<file path="src/rtl/timer_array.sv">
// rtl/timer_array.sv - multi-channel programmable interval timer with sticky maskable interrupts
module timer_array #(
    parameter int CH_BITS = 1,
    parameter int WIDTH   = 32,
    parameter int PSC_W   = 8
) (
    input  logic                    Clk,
    input  logic                    Reset,
    input  logic [CH_BITS+1:0]      Addr,
    input  logic [31:0]             Wd,
    input  logic                    We,
    output logic [31:0]             Rd,
    output logic                    IRQ,
    output logic [(2**CH_BITS)-1:0] IRQ_vec
);

    localparam int CHANNELS = 2 ** CH_BITS;

    localparam logic [1:0] WORD_CTRL   = 2'd0;
    localparam logic [1:0] WORD_PRESET = 2'd1;
    localparam logic [1:0] WORD_COUNT  = 2'd2;
    localparam logic [1:0] WORD_STATUS = 2'd3;

    typedef enum logic [1:0] {
        ST_IDLE = 2'b00,
        ST_LOAD = 2'b01,
        ST_CNT  = 2'b10,
        ST_INT  = 2'b11
    } state_t;

    logic [CHANNELS-1:0] en_q, en_n;
    logic [CHANNELS-1:0] im_q, im_n;
    logic [CHANNELS-1:0] ir_q, ir_n;
    logic [1:0]          mode_q   [CHANNELS];
    logic [1:0]          mode_n   [CHANNELS];
    logic [PSC_W-1:0]    psc_q    [CHANNELS];
    logic [PSC_W-1:0]    psc_n    [CHANNELS];
    logic [PSC_W-1:0]    presc_q  [CHANNELS];
    logic [PSC_W-1:0]    presc_n  [CHANNELS];
    logic [WIDTH-1:0]    preset_q [CHANNELS];
    logic [WIDTH-1:0]    preset_n [CHANNELS];
    logic [WIDTH-1:0]    count_q  [CHANNELS];
    logic [WIDTH-1:0]    count_n  [CHANNELS];
    state_t              state_q  [CHANNELS];
    state_t              state_n  [CHANNELS];

    logic [CHANNELS-1:0] wr_hit;
    logic [CHANNELS-1:0] set_ir;
    logic [CH_BITS-1:0]  sel_ch;
    logic [1:0]          sel_word;

    assign sel_ch   = Addr[CH_BITS+1:2];
    assign sel_word = Addr[1:0];

    // The FSM always acts on the current register values; a same-edge
    // register write lands afterwards, so CTRL writes override hardware
    // auto-clear of Enable and take effect from the following edge.
    always_comb begin
        en_n   = en_q;
        im_n   = im_q;
        ir_n   = ir_q;
        wr_hit = '0;
        set_ir = '0;
        for (int c = 0; c < CHANNELS; c++) begin
            mode_n[c]   = mode_q[c];
            psc_n[c]    = psc_q[c];
            presc_n[c]  = presc_q[c];
            preset_n[c] = preset_q[c];
            count_n[c]  = count_q[c];
            state_n[c]  = state_q[c];
            wr_hit[c]   = We && (sel_ch == CH_BITS'(c));

            case (state_q[c])
                ST_IDLE: begin
                    if (en_q[c]) begin
                        state_n[c] = ST_LOAD;
                    end
                end
                ST_LOAD: begin
                    if (!en_q[c]) begin
                        state_n[c] = ST_IDLE;
                    end else begin
                        count_n[c] = preset_q[c];
                        presc_n[c] = '0;
                        if (preset_q[c] == '0) begin
                            set_ir[c]  = 1'b1;
                            state_n[c] = ST_INT;
                        end else begin
                            state_n[c] = ST_CNT;
                        end
                    end
                end
                ST_CNT: begin
                    if (!en_q[c]) begin
                        state_n[c] = ST_IDLE;
                    end else if (presc_q[c] == psc_q[c]) begin
                        presc_n[c] = '0;
                        count_n[c] = count_q[c] - WIDTH'(1);
                        if (count_q[c] == WIDTH'(1)) begin
                            set_ir[c]  = 1'b1;
                            state_n[c] = ST_INT;
                        end
                    end else begin
                        presc_n[c] = presc_q[c] + PSC_W'(1);
                    end
                end
                ST_INT: begin
                    if (mode_q[c] == 2'b00) begin
                        en_n[c]    = 1'b0;
                        state_n[c] = ST_IDLE;
                    end else begin
                        // Periodic reload; a zero preset parks here re-raising IR.
                        count_n[c] = preset_q[c];
                        presc_n[c] = '0;
                        if (preset_q[c] == '0) begin
                            set_ir[c]  = 1'b1;
                            state_n[c] = ST_INT;
                        end else begin
                            state_n[c] = ST_CNT;
                        end
                    end
                end
            endcase

            if (set_ir[c]) begin
                ir_n[c] = 1'b1;
            end else if (wr_hit[c] && (sel_word == WORD_STATUS) && Wd[0]) begin
                ir_n[c] = 1'b0;
            end

            if (wr_hit[c] && (sel_word == WORD_CTRL)) begin
                en_n[c]   = Wd[0];
                mode_n[c] = Wd[2:1];
                im_n[c]   = Wd[3];
                psc_n[c]  = Wd[8 +: PSC_W];
            end

            if (wr_hit[c] && (sel_word == WORD_PRESET)) begin
                preset_n[c] = Wd[WIDTH-1:0];
            end
        end
    end

    always_ff @(posedge Clk or posedge Reset) begin
        if (Reset) begin
            en_q <= '0;
            im_q <= '0;
            ir_q <= '0;
            for (int c = 0; c < CHANNELS; c++) begin
                mode_q[c]   <= '0;
                psc_q[c]    <= '0;
                presc_q[c]  <= '0;
                preset_q[c] <= '0;
                count_q[c]  <= '0;
                state_q[c]  <= ST_IDLE;
            end
        end else begin
            en_q <= en_n;
            im_q <= im_n;
            ir_q <= ir_n;
            for (int c = 0; c < CHANNELS; c++) begin
                mode_q[c]   <= mode_n[c];
                psc_q[c]    <= psc_n[c];
                presc_q[c]  <= presc_n[c];
                preset_q[c] <= preset_n[c];
                count_q[c]  <= count_n[c];
                state_q[c]  <= state_n[c];
            end
        end
    end

    always_comb begin
        Rd = '0;
        case (sel_word)
            WORD_CTRL: begin
                Rd[0]          = en_q[sel_ch];
                Rd[2:1]        = mode_q[sel_ch];
                Rd[3]          = im_q[sel_ch];
                Rd[8 +: PSC_W] = psc_q[sel_ch];
            end
            WORD_PRESET: Rd[WIDTH-1:0] = preset_q[sel_ch];
            WORD_COUNT:  Rd[WIDTH-1:0] = count_q[sel_ch];
            WORD_STATUS: begin
                Rd[0]   = ir_q[sel_ch];
                Rd[2:1] = state_q[sel_ch];
            end
        endcase
    end

    assign IRQ_vec = ir_q & im_q;
    assign IRQ     = |IRQ_vec;

endmodule

</file>
<file path="config.mk">
export PLATFORM = sky130hd
export DESIGN_NAME = timer_array
export DESIGN_NICKNAME = d
export VERILOG_FILES = /design/src/rtl/timer_array.sv
export SDC_FILE = /design/constraint.sdc
export NUM_CORES = 1
export LEC_CHECK = 0
export BUFFER_PORTS_ARGS = -buffer_cell sky130_fd_sc_hd__buf_2
export CORE_MARGIN = 5
export CORE_UTILIZATION = 40
export DETAILED_ROUTE_END_ITERATION = 8
export GPL_ROUTABILITY_DRIVEN = 0
export SKIP_CTS_REPAIR_TIMING = 1
export SLEW_MARGIN = 20
export SYNTH_ARGS = -nofsm -noshare
export SYNTH_HDL_FRONTEND = slang
export SYNTH_SLANG_ARGS = --single-unit
</file>
<file path="constraint.sdc">
create_clock -name Clk -period 10.64 [get_ports Clk]
set_clock_uncertainty 0.2 [all_clocks]
set_input_delay 1.064 -clock Clk [delete_from_list [all_inputs] [get_ports Clk]]
set_output_delay 1.064 -clock Clk [all_outputs]
set_load 0.05 [all_outputs]
</file>
# Word-level counts from Yosys, hierarchy flattened
# Index checks and enable logic that the tools add are counted.
[classes]
n_eq_ne = 27
reduce_logical = 34
order_cmp = 2
muxes = 86
bitwise_logic = 3
add_sub_neg = 4
[op_table]
columns = ["operator", "n"]
rows = [
  ["$mux 32", 14],
  ["$pmux 32 s3", 2],
  ["$mux 8", 11],
  ["$pmux 8 s3", 3],
  ["$eq 32x1->1 const B", 2],
  ["$logic_not 32->1", 2],
  ["$sub 32x1->32 const B", 2],
  ["$mux 2", 18],
  ["$pmux 16 s2", 1],
  ["$mux 1", 30],
  ["$ne 2x2->1 const B", 10],
  ["$add 8x1->8 const B", 2],
  ["$eq 8x8->1", 2],
  ["$pmux 2 s4", 2],
  ["$eq 2x2->1 const B", 6],
  ["$ne 3x3->1 const B", 4],
  ["$pmux 3 s4", 1],
  ["$reduce_bool 2->1", 6],
  ["$logic_and 1x1->1", 10],
  ["$logic_not 2->1", 5],
  ["$reduce_and 5->1", 2],
  ["$pmux 1 s3", 3],
  ["$pmux 4 s2", 1],
  ["$reduce_and 4->1", 2],
  ["other kinds (10)", 15],
]
[word_totals]
out_inout_bits = 35
elab_cells = 174
reg_bits = 174

# Logic depth before layout (Yosys ltp)
# Gate-level depths: netlist (run 1).
[depth]
ltp_word = 6
depth_mapped = 11

# Worst setup path after synthesis (run 1)
# OpenSTA, ideal clock, no wires.
[synth_timing]
path_kind = "input-to-output"
startpoint = "input Addr[0]"
endpoint = "output Rd[15]"
path_slack_ns = 5.967
required_ns = 9.376
t_arrival_ns = 3.409
cell_stages = 7
path_cell_list = "inv_1 > ha_1 > clkbuf_1 > clkbuf_1 > buf_1 > a222oi_1 > a211oi_1"
[synth_between]
elab_chain_len = 2
[synth_lines]
columns = ["item", "line_no", "rtl"]
rows = [
  ["from (decl)", "9", "input logic [CH_BITS+1:0] Addr,"],
  ["$eq 2x2->1 (tied with other cells)", "174", "case (sel_word)"],
  ["$pmux 8 s3 *", "174", ""],
  ["to (decl)", "12", "output logic [31:0] Rd,"],
]
# Every way passes the cells marked *; elsewhere a longest branch is shown, timed or not.

# Worst setup path after layout (run 1)
[layout_timing]
startpoint = "input Addr[1]"
endpoint = "output Rd[8]"
# Same word-level chain as after synthesis.

==> results of run 1 <==
==> power by group through the flow <==
stage          Sequential (mW)  Combinational (mW)  Clock [mW]
2_1_floorplan             1.06                1.00           0
3_3_place_gp              1.27                1.18           0
3_5_place_dp              1.26                1.20           0
4_1_cts                   1.25                1.20       0.635
5_1_grt                   1.29                1.34       0.665
6_report                  1.27                1.22       0.630
==> worst max-delay path by stage <==
stage / from / endpoint / slack [ns] / cells past startpoint
final: Addr[1] / Rd[8] / 6.10 / 7
after global routing: Addr[1] / Rd[8] / 6.07 / 7
after CTS: Addr[1] / Rd[8] / 6.19 / 7
after detailed placement: Addr[1] / Rd[8] / 6.19 / 7
after global placement: Addr[1] / Rd[15] / 6.22 / 7
after floorplan: Reset / count_q[0] / 4.66 / 1
==> sequential cells by signal (all words and copies together), names as in the netlist <==
| signal | cells |
|---|---|
| im_q | 2 |
| state_q | 4 |
| ir_q | 2 |
| mode_q | 4 |
| presc_q | 16 |
| psc_q | 16 |
| count_q | 64 |
| en_q | 2 |
| preset_q | 64 |
==> area by class of cell <==
class | count | area [µm²] | share of cell area [%]
inverters | 29 | 113.9 | 0.9235
multi-input cells | 868 | 6331 | 51.35
clock inverters | 12 | 127.6 | 1.035
clock buffers | 20 | 446.7 | 3.623
flip-flops and latches | 174 | 4354 | 35.32
well taps | 378 | 473.0 | 3.836
diodes | 1 | 2.502 | 0.02030
repair buffers | 88 | 480.5 | 3.897
==> synthesized netlist by cell type (all sizes together) (4+ instances only) <==
| cell | instances |
|---|---|
| and2 | 11 |
| or2 | 4 |
| and3 | 19 |
| a221o | 4 |
| a222oi | 22 |
| a22oi | 25 |
| a21oi | 42 |
| o22a | 4 |
| nor2b | 46 |
| or3 | 14 |
| nor4 | 48 |
| xnor2 | 16 |
| o21a | 4 |
| buf | 23 |
| a311oi | 10 |
| o211ai | 10 |
| nand2 | 83 |
| nand4b | 4 |
| dfrtp | 174 |
| or4 | 10 |
| o21ai | 47 |
| mux2i | 15 |
| nand2b | 4 |
| a31o | 8 |
| a22o | 7 |
| nor2 | 51 |
| clkbuf | 64 |
| a31oi | 15 |
| a21boi | 6 |
| nand4 | 26 |
| ha | 22 |
| o311ai | 6 |
| mux2 | 124 |
| o22ai | 9 |
| inv | 29 |
| and4 | 9 |
| o31ai | 4 |
| a211oi | 12 |
| nor3 | 32 |
| o32ai | 6 |
| a41o | 5 |
| nand3 | 38 |
==> layer usage <==
layer  global-route usage (%)  wire, µm
met5                        0         0
met2                    35.45     16350
met1                    33.68     16530
met3                    3.739      2556
met4                    6.609       784
==> through the flow <==
stage          std cells  worst slack (ns)
2_1_floorplan       1158             4.659
3_3_place_gp        1537             6.217
3_5_place_dp        1537             6.190
4_1_cts             1569             6.191
5_1_grt             1569             6.071
6_report            1570             6.102
==> critical path, delay by kind of cell <==
family / cells / cell delay [ns]
adder cells (fa/ha/maj): 1 / 0.82
AO/OA/AOI/OAI: 2 / 0.60
buffers and inverters: 3 / 0.58
AND/OR/NAND/NOR: 1 / 0.19
==> kinds of logic after synthesis <==
family | Yosys count | synth area share, %
AO/OA/AOI/OAI | 276 | 17.81
XOR/XNOR | 19 | 1.495
adder cells (fa/ha/maj) | 22 | 2.474
buffers and inverters | 116 | 4.138
flip-flops | 174 | 39.13
multiplexers | 142 | 14.50
AND/OR/NAND/NOR | 409 | 20.45
==> placed cells by master, fill, tap and decap left out, types with 6 or more instances in the layout <==
cell,count
inv_1,28
or3_1,14
nor3_1,30
buf_4,16
and4_1,9
o32ai_1,6
a21oi_1,42
o21ai_0,44
nand4_1,26
a22o_1,7
buf_2,72
a21boi_0,6
nor2_1,51
mux2i_1,15
mux2_2,124
clkbuf_16,17
a222oi_1,22
dfrtp_1,174
and3_1,19
xnor2_1,16
a311oi_1,10
or4_1,8
o22ai_1,9
and2_1,11
a31o_2,8
nor4_1,41
o211ai_1,10
a22oi_1,25
nand3_1,37
nand2_1,83
a211oi_1,12
nor2b_1,46
ha_1,19
a31oi_1,15
==> flow_summary.toml, run 1 <==
[cts]
root_buffer = "clkbuf_16"
clk_path_buf_depth = 2
path_clk_slew_ns = 0.07
clkLatencyLatePin_ns = 0.45
cts-buffers-inserted = 17
cts-htree-levels = 4
cts_tree = "done"
cts_num_sinks = 174

[global_routing]
grtUsageTotal_pct = 23.06
grt_overflow = 0
grt_max_degree = 80
antenna_found_initial = 0
grt_pass1_vias = 9193
grt_pass1_wl_um = 56410

[floorplanning]
die_h_um = 176.8
initial_core_util_pct = 40.28
num_rows = 61
dieArea_um2 = 31260
io_pins = 73
fp.dieW_um = 176.8
core_um2 = 27630

[yosys]
synth_ff_type = "dfrtp_1"
ys_top_cells_by_area = "dfrtp_1 39%, mux2_2 13%, nand2_1 2.8%"
synth_async_sr_flop_share_pct = 100.0
yosysTopAreaCellShare_pct = 39.13
ys_seq_area_share_pct = 39.13
synth_area_um2 = 11130
syn_avg_cell_area_um2 = 9.610
yosysTopAreaCell = "dfrtp_1"
synth-seq-cells = 174
syn_inst = 1158
yosysWarnings = 0
syn-num-nets = 1218
yosysUniqueCellTypes = 73
synth_edf_count = 0

[min_path]
min_path_cells = 1
min-delay-start = "im_q[1]"
hold_path_class = "reg -> reg"
hold_end = "im_q[1]"

[place]
hpwl_um = 25780
place_area_um2 = 11750
port_buffers = 72

[setup_path]
worst_ep_arrival_time_ns = 3.27
cp_max_fo = 46
cp_common_cell = "buf_2"
r2r_setup_slack_ns = 7.28
r2r-start = "state_q[2]"
worstReg2RegEnd = "count_q[55]"
critPathCaptureType = "output pin"
required_ns = 9.38
crit_chain = "buf_2 > inv_1 > ha_2 > a222oi_1 > nor2b_1 > a211oi_1 > buf_2"
worstRegToRegCells = 9
crit_path_start_kind = "input port"
crit_type = "in -> out"
slowest_delay_ns = 0.82
cp_slowest_cell = "ha_2"

[power]
p_sw_mw = 1.402
ir_drop_uv = 137.9
powerDensity_nw_per_um2 = 252.6
pwr-share-clk_pct = 20.2
leakage_nw = 4.918
p_comb_share_pct = 39.1
pwr-share-seq_pct = 40.7
power_mw = 3.114
p_int_mw = 1.712
switching_share_pct = 45.03

[drt]
drc = 0
drtPass1Iterations = 8
wl_per_cell_um = 23.07
initialDrtViolationCount = 1100
wl_um = 36220
postRouteAntennaNets = 0
post_drt_via_cell_ratio = 6.313
vias = 9912

[sta]
slew_violations = 0
worst_pin_slew_ns = 1.109
finalSetupViolCount = 0
fin_crit_sh_pct = 42.65
max_freq_ghz = 0.2204
holdWs_ns = 0.3557
min_period_ns = 4.538
hold_violations = 0
timing.slew.headroom_pct = 25.78
rsz0062_at_grt = "no"
tns_ns = 0

[finish]
postLayoutCellArea_um2 = 12330
drive_gt1_share_pct = 23.09
nFillCells = 2710
area_growth_pct = 10.79
utilization_pct = 44.62
nets = 1238

[job]
maxCapViolCount = 0

[run_status]
outcome = "finished, final reports clean"
No activity file was read; power rests on OpenSTA's default activity.
==> inputs of run 2 (changes only) <==
--- a/config.mk
+++ b/config.mk
@@ -5,6 +5,7 @@
 export SDC_FILE = /design/constraint.sdc
 export NUM_CORES = 1
 export LEC_CHECK = 0
+export ABC_AREA = 1
 export BUFFER_PORTS_ARGS = -buffer_cell sky130_fd_sc_hd__buf_2
 export CORE_MARGIN = 5
 export CORE_UTILIZATION = 40
==> constraint.sdc (replaced) <==
create_clock -name Clk -period 4 [get_ports Clk]
set_clock_uncertainty 0.2 [all_clocks]
set_input_delay 0.4 -clock Clk [delete_from_list [all_inputs] [get_ports Clk]]
set_output_delay 0.4 -clock Clk [all_outputs]
set_load 0.05 [all_outputs]
==> run 2 against run 1 <==
Net effect:
- cell count grew 32%
- total power grew to 2.6 times the previous value
- area after synthesis grew 0.60%
- routed wire length grew 2.6%
==> flow_summary.toml, run 2 <==
[run_status]
outcome = "finished, final reports clean"

[global_routing]
grt_overflow = 0
grt_pass1_vias = 10140
grtUsageTotal_pct = 23.66
grt_pass1_wl_um = 58010
antenna_found_initial = 0
grt_max_degree = 104

[power]
pwr-share-seq_pct = 36.8
switching_share_pct = 48.59
pwr-share-clk_pct = 20.0
powerDensity_nw_per_um2 = 650.0
leakage_nw = 6.004
p_comb_share_pct = 43.2
ir_drop_uv = 262.4
p_sw_mw = 3.915
power_mw = 8.057
p_int_mw = 4.142

[place]
place_area_um2 = 11830
port_buffers = 72
place_ws_ns = 0.6813
hpwl_um = 27730

[finish]
drive_gt1_share_pct = 8.711
top_regs = "count_q: 64 flops, preset_q: 64 flops"
postLayoutCellArea_um2 = 12400
area_growth_pct = 10.73
final_cell_mix = "442 x nand2_1, 235 x o21ai_0, 208 x nor2_1"
utilization_pct = 44.74
final_common_cell = "nand2_1"
nets = 1746

[drt]
wl_per_cell_um = 17.89
vias = 10950
drc = 0
wl_um = 37180
postRouteAntennaNets = 0
post_drt_via_cell_ratio = 5.268
drtPass1Iterations = 6
initialDrtViolationCount = 1384

[cts]
root_buffer = "clkbuf_16"
cts_tree = "done"
clk_path_buf_depth = 2
clkLatencyLatePin_ns = 0.44
path_clk_slew_ns = 0.07
cts_num_sinks = 174
cts-buffers-inserted = 17
cts-htree-levels = 4

[sta]
setup_ws_ns = 0.5976
worst_pin_slew_ns = 1.066
tns_ns = 0
timing.slew.headroom_pct = 28.90
finalSetupViolCount = 0
min_period_ns = 3.402
slew_violations = 0
hold_violations = 0
rsz0062_at_grt = "no"
fin_crit_sh_pct = 85.06
max_freq_ghz = 0.2939

[yosys]
synth_ff_type = "dfrtp_1"
yosysTopAreaCell = "dfrtp_1"
synth_async_sr_flop_share_pct = 100.0
yosysTopAreaCellShare_pct = 38.90
ys_top_cells_by_count = "444 x nand2_1, 235 x o21ai_0, 208 x nor2_1, 194 x inv_1, 174 x dfrtp_1"
ys_seq_area_share_pct = 38.90
synth_area_um2 = 11190
yosysWarnings = 0
yosysMostFrequentCell = "nand2_1"
synth_edf_count = 0
ys_top_cells_by_area = "dfrtp_1 39%, nand2_1 15%, o21ai_0 11%"
syn_avg_cell_area_um2 = 6.776
syn_inst = 1652
synth-seq-cells = 174
yosysUniqueCellTypes = 41
syn-num-nets = 1712

[floorplanning]
io_pins = 73
num_rows = 61
dieArea_um2 = 31430
die_h_um = 177.3
fp.dieW_um = 177.3
core_um2 = 27710
initial_core_util_pct = 40.41

[setup_path]
worst_ep_arrival_time_ns = 2.80
crit_path_start_kind = "input port"
crit_type = "in -> out"
critPathCaptureType = "output pin"
cp_max_fo = 27
required_ns = 3.40

[job]
maxCapViolCount = 0

[min_path]
hold_path_class = "in -> reg"
[run 2: power groups by stage]
stage	Sequential [mW]	Combinational, mW	Clock, mW
after floorplan	2.66	2.78	0
after global placement	2.96	3.41	0
after detailed placement	2.96	3.47	0
after CTS	2.94	3.48	1.64
after global routing	3.02	3.94	1.71
final	2.96	3.48	1.61
[run 2: cells by family (layout without fill, tap and decap cells)]
logic type	Yosys count	after routing	share of synthesized area, %
buf+inv	269	316	9.567
fa+ha+maj	22	22	2.459
flops	174	174	38.90
xor+xnor	33	33	2.582
other cells	0	1	0
simple gates	749	749	27.20
compound gates	405	405	19.29
[run 2: cell type report]
| type | count | area, µm² |
|---|---|---|
| Timing Repair Buffer | 83 | 470.5 |
| Clock buffer | 19 | 442.9 |
| Tap cell | 378 | 473.0 |
| Multi-Input combinational cell | 1209 | 5787 |
| Inverter | 201 | 760.7 |
| Sequential cell | 174 | 4354 |
| Antenna cell | 1 | 2.502 |
| Fill cell | 2916 | 15310 |
| Clock inverter | 13 | 105.1 |
[run 2: per-layer routing]
metal	up-vias	global-route usage [%]	share of wire [%]	routed length (µm)
li1	5364	-	-	-
met5	-	0	0	0
met3	68	3.473	7.3	2702
met2	397	37.40	45	16770
met4	0	6.607	2.5	938
met1	5118	33.96	45	16770
[run 2: metrics by stage]
stage	hold WS, ns	cells
3_5_place_dp	0.2980	2044
6_report	0.03613	2078
3_3_place_gp	0.2902	2044
4_1_cts	-0.06363	2076
2_1_floorplan	0.2670	1652
5_1_grt	0.03963	2077
[run 2: worst paths after layout]
path	startpoint	endpoint	slack, ns	cells past startpoint
worst max-delay path	Addr[0]	Rd[1]	0.60	8
worst max register to register	state_q[0]	count_q[1]	1.04	10
max in group asynchronous	Reset	count_q[19]	2.69	4
min in group asynchronous	Reset	state_q[3]	0.45	4
worst min-delay path	Wd[23]	preset_q[23]	0.04	3
worst min register to register	preset_q[24]	preset_q[24]	0.31	2
[run 2: worst max-delay path, cell delays in order]
cell and delay [ns]:
buf_2 0.12, inv_1 0.10, ha_1 0.33, clkinv_1 0.69, o21ai_0 0.51, o22ai_1 0.13
o22ai_1 0.20, buf_2 0.31
==> inputs of run 3 (changes only) <==
--- a/config.mk
+++ b/config.mk
@@ -7,10 +7,12 @@
 export LEC_CHECK = 0
 export ABC_AREA = 1
 export BUFFER_PORTS_ARGS = -buffer_cell sky130_fd_sc_hd__buf_2
+export CAP_MARGIN = 5
 export CORE_MARGIN = 5
 export CORE_UTILIZATION = 40
 export DETAILED_ROUTE_END_ITERATION = 8
 export GPL_ROUTABILITY_DRIVEN = 0
+export REMOVE_ABC_BUFFERS = 1
 export SKIP_CTS_REPAIR_TIMING = 1
 export SLEW_MARGIN = 20
 export SYNTH_ARGS = -nofsm -noshare
==> run 3 against run 2 <==
Net effect:
- count of clock-buffer cells in the layout unchanged
- global-route usage down 0.77 points
- critical path depth is 1 higher
- first-iteration DRC count decreased by 24%
- non-clock buffer count grew 7
- combinational power grew 3%
- clock power is 6% higher
- critical endpoint is now count_q[18]
- largest cell class unchanged
- highest routed layer unchanged
==> flow_summary.toml, run 3 (synthesis gave the netlist of run 2 again) <==
[run_status]
outcome = "finished, final reports clean"

[cts]
cts_tree = "done"
clk_path_buf_depth = 2
cts-htree-levels = 4
path_clk_slew_ns = 0.07
root_buffer = "clkbuf_16"
clkLatencyLatePin_ns = 0.45
cts_num_sinks = 174
cts-buffers-inserted = 17

[floorplanning]
die_h_um = 177.3
io_pins = 73
fp.dieW_um = 177.3
num_rows = 61
dieArea_um2 = 31430
initial_core_util_pct = 40.41
core_um2 = 27710

[global_routing]
grt_pass1_vias = 10200
grt_overflow = 0
grt_pass1_wl_um = 56640
antenna_found_initial = 0
grtUsageTotal_pct = 22.89
grt_max_degree = 104

[finish]
utilization_pct = 45.07
nets = 1753
antennaDiodeCount = 0
final_common_cell = "nand2_1"
top_regs = "count_q: 64 flops, preset_q: 64 flops"
ff_latch_area_um2 = 4354
multiInputGateArea_um2 = 5779
final_cell_mix = "442 x nand2_1, 235 x o21ai_0, 208 x nor2_1"
fin_cells = 2084
drive_gt1_share_pct = 9.203
area_growth_pct = 11.53
nFillCells = 2909
postLayoutCellArea_um2 = 12490

[setup_path]
crit_type = "reg -> reg"
worst_ep_arrival_time_ns = 3.18
crit_chain = "inv_1 > ha_2 > inv_4 > a21oi_2 > nor3_4 > inv_2 > nor2_8 > o21ai_0 > o21ai_0"
crit_path_start_kind = "flip-flop"
critPathCaptureType = "flip-flop"
slowest_delay_ns = 0.54
cp_common_cell = "o21ai_0"
cp_slowest_cell = "nor2_8"
required_ns = 4.17
cp_max_fo = 46

[place]
place_ws_ns = 0.9950
port_buffers = 72
place_area_um2 = 11890
dp.cells = 2051
hpwl_um = 25820

[sta]
finalSetupViolCount = 0
max_freq_ghz = 0.3319
fin_crit_sh_pct = 75.32
slew_violations = 0
worst_pin_slew_ns = 1.072
min_period_ns = 3.013
rsz0062_at_grt = "no"
setup_ws_ns = 0.9872
hold_violations = 0
tns_ns = 0
timing.slew.headroom_pct = 28.44
holdWs_ns = 0.01142

[drt]
drtPass1Iterations = 6
vias = 10880
initialDrtViolationCount = 1050
postRouteAntennaNets = 0
post_drt_via_cell_ratio = 5.222
wl_per_cell_um = 16.98
drc = 0
wl_um = 35390

[power]
pwr-share-clk_pct = 20.9
pwr-share-seq_pct = 35.1
leakage_nw = 6.042
p_int_mw = 4.255
p_sw_mw = 3.884
ir_drop_uv = 329.4
power_mw = 8.139
powerDensity_nw_per_um2 = 651.8
p_comb_share_pct = 44.0
switching_share_pct = 47.72

[min_path]
hold_path_class = "in -> reg"

[job]
maxCapViolCount = 0
run 3: cell count changes in the layout (fill, tap and decap cells not counted), sizes merged:
| cell | previous run | this run |
|---|---|---|
| clkinv | 7 | 10 |
| clkinvlp | 3 | 1 |
| bufinv | 0 | 1 |
| inv | 204 | 202 |
| diode | 1 | 0 |
| buf | 82 | 89 |
run 3: final cells by class:
cell class / instances / share of cell area, %
Clock inverter: 13 / 1.032
Clock buffer: 19 / 3.628
Inverter: 201 / 6.103
Tap cell: 378 / 3.788
Multi-Input combinational cell: 1209 / 46.29
Timing Repair Buffer: 90 / 4.289
Sequential cell: 174 / 34.87
run 3: power groups by stage:
stage	Clock, mW	Sequential (mW)	Combinational, mW
2_1_floorplan	0	2.66	2.59
3_3_place_gp	0	2.87	3.47
3_5_place_dp	0	2.87	3.55
4_1_cts	1.72	2.84	3.57
5_1_grt	1.80	2.93	4.04
6_report	1.70	2.85	3.58
run 3: path summary, 6_finish.rpt:
| kind | slack, ns | from | endpoint | cells after the start |
|---|---|---|---|---|
| setup / recovery | 0.99 | state_q[0] | count_q[18] | 9 |
| hold / removal | 0.01 | Wd[4] | preset_q[36] | 3 |
| setup reg to reg | 0.99 | state_q[0] | count_q[18] | 9 |
| hold reg to reg | 0.32 | psc_q[9] | psc_q[9] | 2 |
| max in group asynchronous | 2.24 | Reset | state_q[1] | 4 |
| min in group asynchronous | 0.44 | Reset | preset_q[16] | 3 |
run 3: per-layer routing:
layer / track usage, % / share of wire, %
met1: 32.32 / 46
met2: 37.85 / 47
met3: 2.919 / 5.8
met4: 5.027 / 1.5
met5: 0 / 0
run 3: worst max-delay path: cells and delay by family, from the launching register on:
family,cells,cell delay (ns)
flip-flops,1,0.40
AND/OR/NAND/NOR,2,0.98
buffers and inverters,3,0.38
adder cells (fa/ha/maj),1,0.49
AO/OA/AOI/OAI,3,0.45
